--- src/rtl/avalon_mm_pkg.sv ---
// Shared types and elaboration helpers for the multi-channel Avalon-MM master.
package avalon_mm_pkg;

  typedef enum logic [1:0] {
    IDLE,
    BUS,
    DONE
  } state_t;

  function automatic int clog2(input int unsigned v);
    int r;
    r = 0;
    for (longint unsigned p = 1; p < v; p = p * 2) r++;
    return r;
  endfunction

  function automatic int idx_width(input int n);
    return (n > 1) ? clog2(n) : 1;
  endfunction

  function automatic int be_width(input int w);
    return w / 8;
  endfunction

endpackage

--- src/rtl/rr_arbiter.sv ---
// Round-robin arbiter: search starts one past the last grant; force_en pins the grant
// to force_idx when that channel is requesting (lock chaining).
module rr_arbiter
  import avalon_mm_pkg::*;
#(
  parameter int NCH = 2,
  localparam int IDX_W = idx_width(NCH)
) (
  input  logic [NCH-1:0]   req,
  input  logic [IDX_W-1:0] last_grant,
  input  logic             force_en,
  input  logic [IDX_W-1:0] force_idx,
  output logic [NCH-1:0]   grant,
  output logic [IDX_W-1:0] grant_idx,
  output logic             grant_valid
);

  always_comb begin
    int unsigned c;
    grant       = '0;
    grant_idx   = '0;
    grant_valid = 1'b0;
    c           = 0;
    if (force_en && req[force_idx]) begin
      grant[force_idx] = 1'b1;
      grant_idx        = force_idx;
      grant_valid      = 1'b1;
    end else begin
      for (int unsigned i = 0; i < NCH; i++) begin
        c = (32'(last_grant) + 32'd1 + i) % NCH;
        if (!grant_valid && req[IDX_W'(c)]) begin
          grant[IDX_W'(c)] = 1'b1;
          grant_idx        = IDX_W'(c);
          grant_valid      = 1'b1;
        end
      end
    end
  end

endmodule

--- src/rtl/avalon_mm_multi_master.sv ---
// Avalon-MM master shared by NCH client ports: round-robin grant, lock chaining,
// byte enables and a saturating waitrequest timeout that aborts with err.
module avalon_mm_multi_master
  import avalon_mm_pkg::*;
#(
  parameter int WIDTH   = 32,
  parameter int ADDR_W  = 32,
  parameter int NCH     = 2,
  parameter int TIMEOUT = 255
) (
  input  logic                       CLK,
  input  logic                       RST,
  input  logic [NCH-1:0]             req,
  input  logic [NCH-1:0]             rnw,
  input  logic [NCH-1:0]             lock_req,
  input  logic [NCH*ADDR_W-1:0]      addr,
  input  logic [NCH*WIDTH-1:0]       wdata,
  input  logic [NCH*(WIDTH/8)-1:0]   be,
  output logic [NCH-1:0]             done,
  output logic [NCH-1:0]             err,
  output logic [WIDTH-1:0]           rdata,
  output logic [ADDR_W-1:0]          ADDRESS,
  output logic                       BEGINTRANSFER,
  output logic                       READ,
  output logic                       WRITE,
  output logic [WIDTH-1:0]           WRITEDATA,
  output logic [(WIDTH/8)-1:0]       BYTEENABLE,
  output logic                       LOCK,
  input  logic [WIDTH-1:0]           READDATA,
  input  logic                       WAITREQUEST
);

  localparam int BE_W  = be_width(WIDTH);
  localparam int IDX_W = idx_width(NCH);
  localparam int CNT_W = (TIMEOUT > 0) ? clog2(TIMEOUT + 1) : 1;

  state_t              state_q, state_d;
  logic [IDX_W-1:0]    gidx_q, gidx_d;
  logic [IDX_W-1:0]    last_q, last_d;
  logic                rnw_q, rnw_d;
  logic [CNT_W-1:0]    cnt_q, cnt_d;
  logic [CNT_W:0]      cnt_inc;
  logic [ADDR_W-1:0]   addr_q, addr_d;
  logic [WIDTH-1:0]    wdata_q, wdata_d;
  logic [BE_W-1:0]     be_q, be_d;
  logic                read_q, read_d;
  logic                write_q, write_d;
  logic                bt_q, bt_d;
  logic                lock_q, lock_d;
  logic [NCH-1:0]      done_q, done_d;
  logic [NCH-1:0]      err_q, err_d;
  logic [WIDTH-1:0]    rdata_q, rdata_d;

  logic                force_en;
  logic [NCH-1:0]      grant;
  logic [IDX_W-1:0]    grant_idx;
  logic                grant_valid;

  // LOCK can only be high in IDLE when the previous transfer was locked.
  assign force_en = (state_q == IDLE) && lock_q;

  rr_arbiter #(.NCH(NCH)) u_arb (
    .req         (req),
    .last_grant  (last_q),
    .force_en    (force_en),
    .force_idx   (last_q),
    .grant       (grant),
    .grant_idx   (grant_idx),
    .grant_valid (grant_valid)
  );

  always_comb begin
    state_d = state_q;
    gidx_d  = gidx_q;
    last_d  = last_q;
    rnw_d   = rnw_q;
    cnt_d   = cnt_q;
    addr_d  = addr_q;
    wdata_d = wdata_q;
    be_d    = be_q;
    read_d  = read_q;
    write_d = write_q;
    bt_d    = 1'b0;
    lock_d  = lock_q;
    done_d  = '0;
    err_d   = '0;
    rdata_d = rdata_q;
    cnt_inc = {1'b0, cnt_q} + (CNT_W + 1)'(1);

    unique case (state_q)
      IDLE: begin
        lock_d = 1'b0;
        if (grant_valid) begin
          state_d = BUS;
          gidx_d  = grant_idx;
          bt_d    = 1'b1;
          cnt_d   = '0;
          for (int unsigned i = 0; i < NCH; i++) begin
            if (grant[i]) begin
              rnw_d   = rnw[i];
              addr_d  = addr[i*ADDR_W +: ADDR_W];
              wdata_d = wdata[i*WIDTH +: WIDTH];
              be_d    = be[i*BE_W +: BE_W];
              lock_d  = lock_req[i];
            end
          end
          read_d  = rnw_d;
          write_d = !rnw_d;
        end
      end
      BUS: begin
        if (!WAITREQUEST) begin
          if (rnw_q) rdata_d = READDATA;
          read_d          = 1'b0;
          write_d         = 1'b0;
          done_d[gidx_q]  = 1'b1;
          state_d         = DONE;
        end else if (TIMEOUT != 0 && cnt_inc == (CNT_W + 1)'(TIMEOUT)) begin
          read_d          = 1'b0;
          write_d         = 1'b0;
          done_d[gidx_q]  = 1'b1;
          err_d[gidx_q]   = 1'b1;
          state_d         = DONE;
        end else if (cnt_q != '1) begin
          cnt_d = cnt_inc[CNT_W-1:0];
        end
      end
      DONE: begin
        last_d  = gidx_q;
        state_d = IDLE;
      end
      default: state_d = IDLE;
    endcase
  end

  always_ff @(posedge CLK) begin
    if (RST) begin
      state_q <= IDLE;
      gidx_q  <= '0;
      last_q  <= IDX_W'(NCH - 1);
      rnw_q   <= 1'b0;
      cnt_q   <= '0;
      addr_q  <= '0;
      wdata_q <= '0;
      be_q    <= '0;
      read_q  <= 1'b0;
      write_q <= 1'b0;
      bt_q    <= 1'b0;
      lock_q  <= 1'b0;
      done_q  <= '0;
      err_q   <= '0;
      rdata_q <= '0;
    end else begin
      state_q <= state_d;
      gidx_q  <= gidx_d;
      last_q  <= last_d;
      rnw_q   <= rnw_d;
      cnt_q   <= cnt_d;
      addr_q  <= addr_d;
      wdata_q <= wdata_d;
      be_q    <= be_d;
      read_q  <= read_d;
      write_q <= write_d;
      bt_q    <= bt_d;
      lock_q  <= lock_d;
      done_q  <= done_d;
      err_q   <= err_d;
      rdata_q <= rdata_d;
    end
  end

  assign done          = done_q;
  assign err           = err_q;
  assign rdata         = rdata_q;
  assign ADDRESS       = addr_q;
  assign BEGINTRANSFER = bt_q;
  assign READ          = read_q;
  assign WRITE         = write_q;
  assign WRITEDATA     = wdata_q;
  assign BYTEENABLE    = be_q;
  assign LOCK          = lock_q;

endmodule

--- config.mk ---
export PLATFORM = sky130hd
export DESIGN_NAME = avalon_mm_multi_master
export DESIGN_NICKNAME = d
export VERILOG_FILES = /design/src/rtl/avalon_mm_pkg.sv /design/src/rtl/rr_arbiter.sv /design/src/rtl/avalon_mm_multi_master.sv
export SDC_FILE = /design/constraint.sdc
export NUM_CORES = 1
export LEC_CHECK = 0
export CAP_MARGIN = 25
export CORE_MARGIN = 1
export CORE_UTILIZATION = 42
export CTS_CLUSTER_DIAMETER = 40
export CTS_CLUSTER_SIZE = 12
export DETAILED_ROUTE_END_ITERATION = 12
export PLACE_DENSITY = 0.86
export SLEW_MARGIN = 10
export SYNTH_ARGS = -nofsm -noshare
export SYNTH_HDL_FRONTEND = slang
export SYNTH_SLANG_ARGS = --single-unit
export TNS_END_PERCENT = 20
--- constraint.sdc ---
create_clock -name CLK -period 3.95 [get_ports CLK]
set_clock_uncertainty 0.05 [all_clocks]
set_input_delay 0.79 -clock CLK [delete_from_list [all_inputs] [get_ports CLK]]
set_output_delay 0.79 -clock CLK [all_outputs]
set_load 0.01 [all_outputs]
==> results of run 1 <==
[flip-flops by register name, summed over array words and instances, names as in the netlist]
name           flops
LOCK               1
last_q             1
err                2
BEGINTRANSFER      1
READ               1
done               2
WRITE              1
ADDRESS           32
cnt_q              8
state_q            2
WRITEDATA         32
gidx_q             1
rdata             32
BYTEENABLE         4
rnw_q              1
[worst paths after layout]
path	from	endpoint	slack [ns]	depth (start not counted)
worst max register to register	state_q[1]	ADDRESS[15]	1.65	6
worst max-delay path	req[1]	WRITEDATA[19]	1.41	5
worst min register to register	rdata[27]	rdata[27]	0.40	2
worst min-delay path	rdata[27]	rdata[27]	0.40	2
[metrics by stage]
stage,total power (uW),utilization,setup WS (ns),instances,hold WS (ns)
2_1_floorplan,1690,-,1.79,576,0.417
3_3_place_gp,2100,0.687,1.13,961,0.392
3_5_place_dp,2120,0.688,1.08,962,0.397
4_1_cts,3790,0.743,1.43,993,0.404
5_1_grt,3910,0.743,1.31,993,0.423
6_report,3770,0.743,1.41,993,0.401
[where the power goes]
group / total, uW / switching (uW) / internal, uW
Combinational: 727 / 311 / 416
Clock: 1660 / 531 / 1130
Sequential: 1380 / 57.0 / 1320
[cell usage after synthesis (all sizes together) (3+ instances only)]
cell / number
dfxtp: 121
a21oi: 107
o21ai: 77
nand2: 75
mux2i: 70
clkbuf: 33
buf: 16
nor2: 7
nand3: 6
nor3: 6
a31oi: 5
nor4: 5
inv: 4
o21a: 4
nand3b: 3
nor2b: 3
o211ai: 3
[layout make-up]
type                    count  share of cell area
multi-input cells         402               0.283
flip-flops and latches    121               0.280
repair buffers            292               0.342
well taps                 143              0.0206
clock buffers              24              0.0579
clock inverters             7              0.0159
inverters                   4             0.00173
[logic make-up (layout without fill, tap and decap cells)]
| group | count (synthesis) | in the layout | synth area share |
|---|---|---|---|
| xor gates and xnor gates | 1 | 1 | 0.00171 |
| muxes | 70 | 70 | 0.137 |
| adders and majority gates | 2 | 2 | 0.00488 |
| buffers and inverters | 53 | 327 | 0.0544 |
| DFF | 121 | 121 | 0.472 |
| and+or+nand+nor | 122 | 122 | 0.113 |
| AOI/OAI and AO/OA | 207 | 207 | 0.217 |
[worst max-delay path, cell delays in order]
cell	delay, ns
clkdlybuf4s50_1	0.66
o21a_4	0.60
buf_12	0.33
o21ai_0	0.13
a21oi_1	0.21
[routing by layer]
metal  vias up  wire length (um)  global-route usage
li1       2583                 -                   -
met1      2459              6370               0.277
met2       248              8960               0.504
met3        45              1350              0.0913
met4         0               600               0.153
met5         -                 0                   0
==> results.yml, run 1 <==
sta:
  max_slew_margin: 0.537
  fin_crit_sh: 0.642
  maxSlewViolCount: 0
  period_minus_slack_ns: 2.54
  setup_violations: 0
  tightest_slew_ns: 0.690
  setup-tns-final_ns: 0
  rsz0062_at_grt: "no"
  fmax_ghz: 0.394
  finalHoldViolCount: 0
routing:
  post-route-drc-count: 0
  dr.pass1.iters: 5
  drtIter0Drc: 342
  viasPerCell: 5.37
  vias: 5335
  wire_per_inst_um: 17.4
  drt_wl_total_mm: 17.3
  ant_nets: 0
floorplan:
  start_util: 0.440
  coreArea_sq_mm: 0.0117
  ios: 285
  die_area_sq_mm: 0.0127
  chipHeight_um: 112
  std_cell_rows: 39
  die_w_um: 112
final_layout:
  multi_input_area_sq_mm: 0.00245
  final_cell_mix: "284 x clkdlybuf4s50_1, 121 x dfxtp_1, 107 x a21oi_1"
  antenna_cells: 0
  regArea_sq_mm: 0.00242
  nFillCells: 819
  syn_to_final_growth_pct: 69.0
  fin_nets: 1017
  final_common_cell: "clkdlybuf4s50_1"
  finish.instance_area_sq_mm: 0.00867
  drive_gt1_frac: 0.0529
outcome:
  outcome: "complete, no violations"
clock_tree:
  tritoncts: "yes"
  clk_pin_slew_worst_paths_ns: 0.06
  postCtsSetupBuffers: 0
  cts_resized: 0
  holdBufCountCts: 0
  cts_sinks: 121
  clockBufferDepth: 2
  h-tree-depth: 4
  cts_buffers: 17
  root_buffer: "clkbuf_16"
  clock_latency_ns: 0.42
grt:
  grt_max_degree: 72
  grt-ovfl-total: 0
  grt_pass1_wl_mm: 27.1
  antenna_found_initial: 0
  grt_pass1_vias: 5466
  grt_usage: 0.276
synth:
  synth_top_flop_cell: "dfxtp_1"
  yosysWarnings: 0
  ys_types: 46
  yosys.area.top_type: "dfxtp_1"
  synth_cells: 576
  mappedNetlistNets: 755
  async_flop_share: 0
  syn_area_sq_mm: 0.00513
  seq_area_frac_synth: 0.472
  synth-edff-count: 0
  synthTopCellsByArea: "dfxtp_1 47%, mux2i_1 14%, a21oi_1 10%, o21ai_0 7.1%, nand2_1 5.5%"
  synth_area_per_cell_sq_um: 8.90
  synth_top_area_frac: 0.472
  ys_seq_elements: 121
power:
  p_leak_uw: 0.00343
  power.density_mw_per_mm2: 435
  ir_drop_v: 0.000272
placed_design:
  placed_area_sq_mm: 0.00803
  hpwl_mm: 12.2
  portBuffers: 284
  routabilityCongestion: 0.818
worst_setup_path:
  cp.required_ns: 4.23
  start_kind: "input port"
  cp_data_arrival_time_ns: 2.81
  cp-end-kind: "register"
  path_class: "input port to register"
  crit_fanout: 71
run:
  drv_cap: 0
worst_hold_path:
  min_path_type: "register to register"
Note: power is estimated with default switching activity, not from simulation.
==> run 2: changes to the inputs <==
CORE_UTILIZATION = 35   (was 42)
PLACE_DENSITY = 0.77   (was 0.86)
clock period = 2.25 ns   (was 3.95 ns; I/O delays follow)
==> run 2 against run 1 <==
  * Die area grew 20%
  * Global-route usage is 5.6 points lower
  * Sequential power rose by 75%
  * Critical path type is now register to register
  * Highest routed layer unchanged
==> results.yml, run 2 (synthesis results as in run 1) <==
clock_tree:
  holdBufCountCts: 0
  root_buffer: "clkbuf_16"
  tritoncts: "yes"
  clock_latency_ns: 0.42
  cts_sinks: 121
  postCtsSetupBuffers: 0
  h-tree-depth: 4
  clk_pin_slew_worst_paths_ns: 0.06
  clockBufferDepth: 2
  cts_buffers: 17
sta:
  period_minus_slack_ns: 2.03
  fmax_ghz: 0.492
  maxSlewViolCount: 0
  setup-tns-final_ns: 0
  finalHoldViolCount: 0
  setup_violations: 0
  rsz0062_at_grt: "no"
  tightest_slew_ns: 0.464
  max_slew_margin: 0.690
  fin_crit_sh: 0.903
final_layout:
  final_cell_mix: "283 x clkdlybuf4s50_1, 120 x dfxtp_1, 107 x a21oi_1"
  syn_to_final_growth_pct: 73.2
  antenna_cells: 0
  fin_nets: 1033
  final_common_cell: "clkdlybuf4s50_1"
  post-route-util: 0.630
  drive_gt1_frac: 0.0751
floorplan:
  chipHeight_um: 123
  coreArea_sq_mm: 0.0141
  start_util: 0.364
  std_cell_rows: 43
  ios: 285
  die_w_um: 123
  die_area_sq_mm: 0.0151
grt:
  antenna_found_initial: 0
  grt.busiest_layer: "met2"
  grt_usage: 0.220
  use_met1: 0.244
  grt_use_met3: 0.0821
  grt_pass1_vias: 5062
  grt_max_degree: 58
  grt.met2_usage: 0.375
  grt_pass1_wl_mm: 25.2
  grt-ovfl-total: 0
worst_setup_path:
  cp.required_ns: 2.54
  crit_path_top_delay_cell: "or4b_1"
  cp_slowest_stage_delay_ns: 0.52
  worstRegToRegCells: 7
  path_cells: "inv_1 -> ha_1 -> o21a_1 -> a31oi_2 -> o21ai_2 -> or4b_1 -> a31oi_1"
  crit_fanout: 11
  cp_data_arrival_time_ns: 2.32
  timing.rr.start: "cnt_q[0]"
  path_class: "register to register"
  start_kind: "register"
  regToRegSetupSlack_ns: 0.22
  cp-end-kind: "register"
  worstReg2RegEnd: "cnt_q[3]"
placed_design:
  portBuffers: 284
  routabilityCongestion: 0.846
  hpwl_mm: 11.8
outcome:
  outcome: "complete, no violations"
routing:
  vias: 5208
  wire_per_inst_um: 15.9
  dr.pass1.iters: 4
  drtIter0Drc: 284
  ant_nets: 0
  viasPerCell: 4.98
  drt_wl_total_mm: 16.6
  post-route-drc-count: 0
worst_hold_path:
  hp-start: "RST"
  worstHoldPathCells: 2
  whs_endpoint: "gidx_q"
  min_path_type: "input port to register"
power:
  ir_drop_v: 0.000487
  clkPwrFrac: 0.437
  internal_power_uw: 4950
  pwr-share-comb: 0.200
  seqPwrFrac: 0.363
  switching_power_uw: 1690
  p_total_uw: 6630
  power.density_mw_per_mm2: 747
  p_leak_uw: 0.00351
  swShare: 0.254
run:
  drv_cap: 0
-- run 2: cell count changes in the layout (fill, tap and decap cells not counted), sizes merged --
cell / before / now
clkbuf: 24 / 17
clkinvlp: 1 / 4
clkdlybuf4s50: 284 / 283
buf: 8 / 25
inv: 4 / 6
clkinv: 2 / 4
-- run 2: power by group through the flow --
stage               logic [uW]  clock network [uW]  registers, uW
floorplan                  451                   0           2510
global placement          1320                   0           2440
detailed placement        1330                   0           2450
CTS                       1340                2950           2410
global route              1430                3050           2430
finish                    1330                2900           2410
-- run 2: layout make-up --
cell class              count  area (sq um)
inverters                   4          15.0
flip-flops and latches    121          2420
fillers                  1173          5220
clock buffers              17           425
well taps                 180           225
multi-input cells         402          2450
clock inverters            14           199
repair buffers            308          3140
-- run 2: how the worst max path moves through the flow --
stage,startpoint,to,slack (ns),cells past startpoint
3_5_place_dp,req[0],cnt_q[1],0.06,5
3_3_place_gp,req[0],cnt_q[0],0.09,5
4_1_cts,cnt_q[0],cnt_q[3],0.1,7
6_report,cnt_q[0],cnt_q[3],0.22,7
2_1_floorplan,cnt_q[0],cnt_q[3],0.27,8
5_1_grt,cnt_q[0],cnt_q[3],0.05,7
-- run 2: through the flow --
| stage | hold slack (ns) | area [sq um] | instances | setup slack [ns] |
|---|---|---|---|---|
| floorplan | 0.417 | 5130 | 576 | 0.271 |
| detailed placement | 0.396 | 8260 | 1015 | 0.0565 |
| finish | 0.366 | 8880 | 1046 | 0.218 |
| global placement | 0.391 | 8260 | 1015 | 0.0899 |
| global route | 0.385 | 8880 | 1046 | 0.0537 |
| CTS | 0.344 | 8880 | 1046 | 0.0996 |
-- run 2: critical path, delay by kind of cell, from the launching register on --
family | cells | cell delay (ns)
AOI/OAI and AO/OA | 4 | 0.69
and+or+nand+nor | 1 | 0.52
DFF | 1 | 0.40
adders and majority gates | 1 | 0.24
buffers and inverters | 1 | 0.06
-- run 2: per-layer routing --
layer  up-vias  wire length, um
met3        29             1420
li1       2619                -
met1      2361             6600
met5         -                0
met4         0              353
met2       199             8270
-- run 2: what timing repair did --
item                       4_1_cts  5_1_grt
resized for setup                0        1
hold endpoints to repair         0        0
setup endpoints to repair        0        2
==> run 3: changes to the inputs <==
SETUP_SLACK_MARGIN = 0.05   (was default)
SKIP_CTS_REPAIR_TIMING = 1   (was default)
==> results of run 3 <==
Same layout as run 2: the final DEF is identical, and so are final timing and power.
